`src/rtl/moving_avg_mc.sv`:
```
// rtl/moving_avg_mc.sv - multi-channel moving-average filter with valid/ready handshake
// Per-channel shift window plus full-width running sum; registered sum or average output.
module moving_avg_mc #(
  parameter int CHANNELS   = 3,
  parameter int SAMPLE_W   = 2,
  parameter int LOG2_DEPTH = 2
) (
  input  logic                                       clk,
  input  logic                                       rst_n,
  input  logic                                       in_valid,
  output logic                                       in_ready,
  input  logic [CHANNELS*SAMPLE_W-1:0]               in_data,
  input  logic                                       mode,
  input  logic                                       clear,
  output logic                                       out_valid,
  input  logic                                       out_ready,
  output logic [CHANNELS*(SAMPLE_W+LOG2_DEPTH)-1:0]  out_data,
  output logic                                       out_full,
  output logic [LOG2_DEPTH:0]                        fill_count
);

  localparam int DEPTH = 1 << LOG2_DEPTH;
  localparam int OUT_W = SAMPLE_W + LOG2_DEPTH;
  localparam logic [LOG2_DEPTH:0] DEPTH_C = (LOG2_DEPTH+1)'(DEPTH);
  localparam logic [LOG2_DEPTH:0] ONE_C   = (LOG2_DEPTH+1)'(1);

  // Index 0 is the newest sample, DEPTH-1 the oldest.
  logic [SAMPLE_W-1:0]       win_q [CHANNELS][DEPTH];
  logic [SAMPLE_W-1:0]       win_d [CHANNELS][DEPTH];
  logic [OUT_W-1:0]          sum_q [CHANNELS];
  logic [OUT_W-1:0]          sum_d [CHANNELS];
  logic [CHANNELS*OUT_W-1:0] out_data_q, out_data_d;
  logic                      out_valid_q, out_valid_d;
  logic                      out_full_q, out_full_d;
  logic [LOG2_DEPTH:0]       fill_q, fill_d;
  logic [LOG2_DEPTH:0]       fill_next;
  logic                      accept;

  always_comb begin
    win_d       = win_q;
    sum_d       = sum_q;
    out_data_d  = out_data_q;
    out_valid_d = out_valid_q;
    out_full_d  = out_full_q;
    fill_d      = fill_q;
    in_ready    = ~clear & (~out_valid_q | out_ready);
    accept      = in_valid & in_ready;
    fill_next   = (fill_q == DEPTH_C) ? fill_q : fill_q + ONE_C;

    if (clear) begin
      for (int c = 0; c < CHANNELS; c++) begin
        for (int i = 0; i < DEPTH; i++) win_d[c][i] = '0;
        sum_d[c] = '0;
      end
      out_data_d  = '0;
      out_valid_d = 1'b0;
      out_full_d  = 1'b0;
      fill_d      = '0;
    end else if (accept) begin
      for (int c = 0; c < CHANNELS; c++) begin
        win_d[c][0] = in_data[c*SAMPLE_W +: SAMPLE_W];
        for (int i = 1; i < DEPTH; i++) win_d[c][i] = win_q[c][i-1];
        // Zero pre-fill makes add-new/subtract-oldest exact from the first accept.
        sum_d[c] = sum_q[c] + OUT_W'(in_data[c*SAMPLE_W +: SAMPLE_W])
                            - OUT_W'(win_q[c][DEPTH-1]);
        out_data_d[c*OUT_W +: OUT_W] = mode ? sum_d[c] : (sum_d[c] >> LOG2_DEPTH);
      end
      fill_d      = fill_next;
      out_full_d  = (fill_next == DEPTH_C);
      out_valid_d = 1'b1;
    end else if (out_valid_q & out_ready) begin
      out_valid_d = 1'b0;
    end
  end

  always_ff @(posedge clk or posedge rst_n) begin
    if (rst_n) begin
      for (int c = 0; c < CHANNELS; c++) begin
        for (int i = 0; i < DEPTH; i++) win_q[c][i] <= '0;
        sum_q[c] <= '0;
      end
      out_data_q  <= '0;
      out_valid_q <= 1'b0;
      out_full_q  <= 1'b0;
      fill_q      <= '0;
    end else begin
      win_q       <= win_d;
      sum_q       <= sum_d;
      out_data_q  <= out_data_d;
      out_valid_q <= out_valid_d;
      out_full_q  <= out_full_d;
      fill_q      <= fill_d;
    end
  end

  assign out_valid  = out_valid_q;
  assign out_data   = out_data_q;
  assign out_full   = out_full_q;
  assign fill_count = fill_q;

endmodule

```
`config.mk`:
```
export PLATFORM = sky130hd
export DESIGN_NAME = moving_avg_mc
export DESIGN_NICKNAME = d
export VERILOG_FILES = /design/src/rtl/moving_avg_mc.sv
export SDC_FILE = /design/constraint.sdc
export NUM_CORES = 1
export LEC_CHECK = 0
export ABC_AREA = 0
export CAP_MARGIN = 0
export CORE_ASPECT_RATIO = 0.75
export CORE_MARGIN = 4
export CORE_UTILIZATION = 50
export CTS_CLUSTER_SIZE = 10
export DETAILED_ROUTE_END_ITERATION = 10
export DONT_BUFFER_PORTS = 1
export PLACE_DENSITY = 0.68
export SLEW_MARGIN = 20
export SYNTH_ARGS = -nofsm -noshare
export SYNTH_HDL_FRONTEND = slang
export SYNTH_SLANG_ARGS = --single-unit
```
`constraint.sdc`:
```
create_clock -name clk -period 2.2 [get_ports clk]
set_input_delay 0.22 -clock clk [delete_from_list [all_inputs] [get_ports clk]]
set_output_delay 0.22 -clock clk [all_outputs]
set_load 0.01 [all_outputs]
```
==> impl_metrics.ini <==
[worst_setup_path]
startpoint = sum_q[5]
worstPathRequired_ps = 2410
cp-endpoint = sum_q[7]
r2r-start = sum_q[5]
cp-start-kind = flip-flop
r2r_slack_ps = 20
criticalPathCategory = reg2reg
ff2ff_path_depth = 8
endpoint_kind = flip-flop
timing.rr.end = sum_q[7]
cp_max_fo = 4
critPathArrivalTime_ps = 2390

[placed_design]
dp_hpwl_mm = 3.94
port_buffers = 0
place_area_um2 = 2930
routabilityCongestion = 0.810
dp.cells = 383

[detailed_routing]
drt-total-wl_mm = 5.88
drt_iter0_markers = 117
vias = 2103
ant_nets = 0
wire_per_inst_um = 14.9
remaining_drc_errors = 0
first_pass_iters = 4
viasPerCell = 5.32

[global_route]
met3_usage_pct = 3.99
grt_max_degree = 49
grt_pass1_vias = 1954
grt_use_total_pct = 18.1
grt_antenna_before_repair = 0
grt_busiest_layer = met2
grtUsageMet1_pct = 26.6
overflow = 0
met2_usage_pct = 27.3
grt_pass1_wl_mm = 9.75

[synth]
synth_cell_types = 32
seq_area_frac_synth_pct = 46.4
synth.area.top_cells = dfrtp_1 (46%), nand2_1 (9.4%), a21oi_1 (8.6%)
ys_seq_elements = 53
yosysTopAreaCellShare_pct = 46.4
syn_avg_cell_area_um2 = 8.99
syn_inst = 318
synth_fp_nets = 350
yosys.area.top_type = dfrtp_1
synth_warnings = 0
syn_area_um2 = 2860

[sta]
skew_ps = 9.88
hold_viol_final = 0
relSlewSlack_pct = 60.8
fmax_mhz = 458
min_period_over_period_pct = 99.2
finalSetupViolCount = 0
tightest_slew_ps = 587
min_period_ps = 2180
slew_violations = 0
hold_ws_ps = 24.3
rsz0062_at_grt = true

[cts]
cts-root-buf = clkbuf_8
htree_num_levels = 2
clkTransAtPathRegs_ps = 100
clkSinkCount = 53
cts_tree = done
clockBufferDepth = 2
cts_made_buffers = 5
clk_latency_ps = 310

[floorplan]
ios = 30
initial_core_util_pct = 52.6
die_area_um2 = 7010
core_area_um2 = 5440
die_height_um = 73.5
die_x_um = 95.3
num_rows = 23

[worst_hold_path]
hold_path.class = in2reg

[power]
power_mw = 2.20
total_leakage_power_nw = 1.39
p_per_area_nw_per_um2 = 692
peakVddDrop_v = 0.000277

[outcome]
outcome = finished, final reports clean

[final_layout]
final_area_um2 = 3190
syn2layout_area_growth_pct = 11.4
final_cell_count_no_fill = 395
diodes = 0
nNetsFinal = 351
layout-drive-gt1-share_pct = 15.9

[run]
maxCapViolations = 0
## stage by stage
step                      TNS, ps  setup WS, ps  utilization (%)
final                           0          17.9             58.6
after global placement          0          59.2             53.8
after floorplan                 0          92.1                -
after CTS                       0         0.306             56.3
after detailed placement    -1.24         -1.24             53.8
after global routing        -99.9         -42.9             58.6
## state kept, by name (all words and copies together), names as in the netlist
name / count
out_valid: 1
out_full: 1
win_q: 24
out_data: 12
sum_q: 12
fill_count: 3
## critical path, cell delays in order (launching register included)
cell,delay (ps)
dfrtp_1,390
inv_2,50
fa_2,600
inv_2,50
ha_4,260
nand3_2,90
and3_1,170
o21a_1,190
mux2_4,290
## cell usage after synthesis
| cell | number |
|---|---|
| nand2_1 | 72 |
| dfrtp_1 | 53 |
| a21oi_1 | 49 |
| inv_1 | 30 |
| nor2_1 | 17 |
| ha_1 | 14 |
| buf_2 | 10 |
| a211oi_1 | 6 |
| fa_1 | 6 |
| nor2b_1 | 5 |
| xnor2_1 | 5 |
| and3_1 | 4 |
| clkbuf_1 | 4 |
| nand3_1 | 4 |
| nor3_1 | 4 |
| a311oi_1 | 3 |
| mux2_4 | 3 |
| nand2b_1 | 3 |
| o211ai_1 | 3 |
| o21a_1 | 3 |
| o21bai_1 | 3 |
| and3_2 | 2 |
| buf_1 | 2 |
| nand3b_1 | 2 |
| o21ai_0 | 2 |
| o21ba_2 | 2 |
| xor2_1 | 2 |
| a211o_1 | 1 |
| and2b_4 | 1 |
| buf_4 | 1 |
| nor2_8 | 1 |
| nor3b_1 | 1 |
## placed cells by master, fill, tap and decap left out, types with 4 or more instances in the layout
| cell | synthesis | layout |
|---|---|---|
| ha_1 | 14 | 10 |
| nor2_1 | 17 | 17 |
| a21oi_1 | 49 | 46 |
| clkbuf_8 | 0 | 6 |
| inv_2 | 0 | 6 |
| xnor2_1 | 5 | 5 |
| buf_4 | 1 | 9 |
| nand2_1 | 72 | 72 |
| dfrtp_1 | 53 | 53 |
| inv_1 | 30 | 24 |
| ha_4 | 0 | 4 |
| a211oi_1 | 6 | 5 |
| nor2b_1 | 5 | 5 |
## what timing repair did
action	in CTS	in global routing
gates cloned	0	0
hold buffers	2	0
endpoints found under the setup margin	1	11
pin swaps	1	9
gates resized for setup	2	23
setup buffers	0	2
endpoints found under the hold margin	73	0
## cell type report
class | count | area, um^2
tap | 75 | 93.8
clock inverter | 2 | 13.8
fill | 459 | 2250
inverter | 30 | 113
sequential | 53 | 1330
timing repair buffer | 11 | 97.6
multi-input combinational | 218 | 1460
clock buffer | 6 | 82.6
## worst min path at each step
stage	from	end	slack [ps]	cells past startpoint
2_1_floorplan	in_data[2]	win_q[14]	350	2
3_3_place_gp	rst_n	win_q[5]	210	1
3_5_place_dp	rst_n	win_q[7]	210	1
4_1_cts	in_data[3]	win_q[15]	20	2
5_1_grt	in_data[3]	win_q[15]	30	2
6_report	in_data[4]	win_q[6]	20	2
## per-layer routing
layer | wire length (um) | up-vias | share of wire (%)
li1 | - | 1043 | -
met1 | 2760 | 1010 | 47
met2 | 2740 | 44 | 47
met3 | 325 | 6 | 5.5
met4 | 54 | 0 | 0.92
met5 | 0 | - | 0
## kinds of logic after synthesis
group / count (synthesis) / share of synthesized area [%]
muxes: 3 / 1.57
DFF: 53 / 46.4
adders and majority gates: 20 / 10.3
AOI/OAI and AO/OA: 72 / 14.8
buffers and inverters: 47 / 6.74
xor gates and xnor gates: 7 / 2.14
and+or+nand+nor: 116 / 18.1
## where the power goes
part           internal (mW)  switching, mW  total [mW]
clock network          0.256          0.330       0.586
logic                  0.232          0.292       0.524
registers               1.04         0.0579        1.09
total                   1.52          0.680        2.20
No activity file was read; power rests on OpenSTA's default activity.
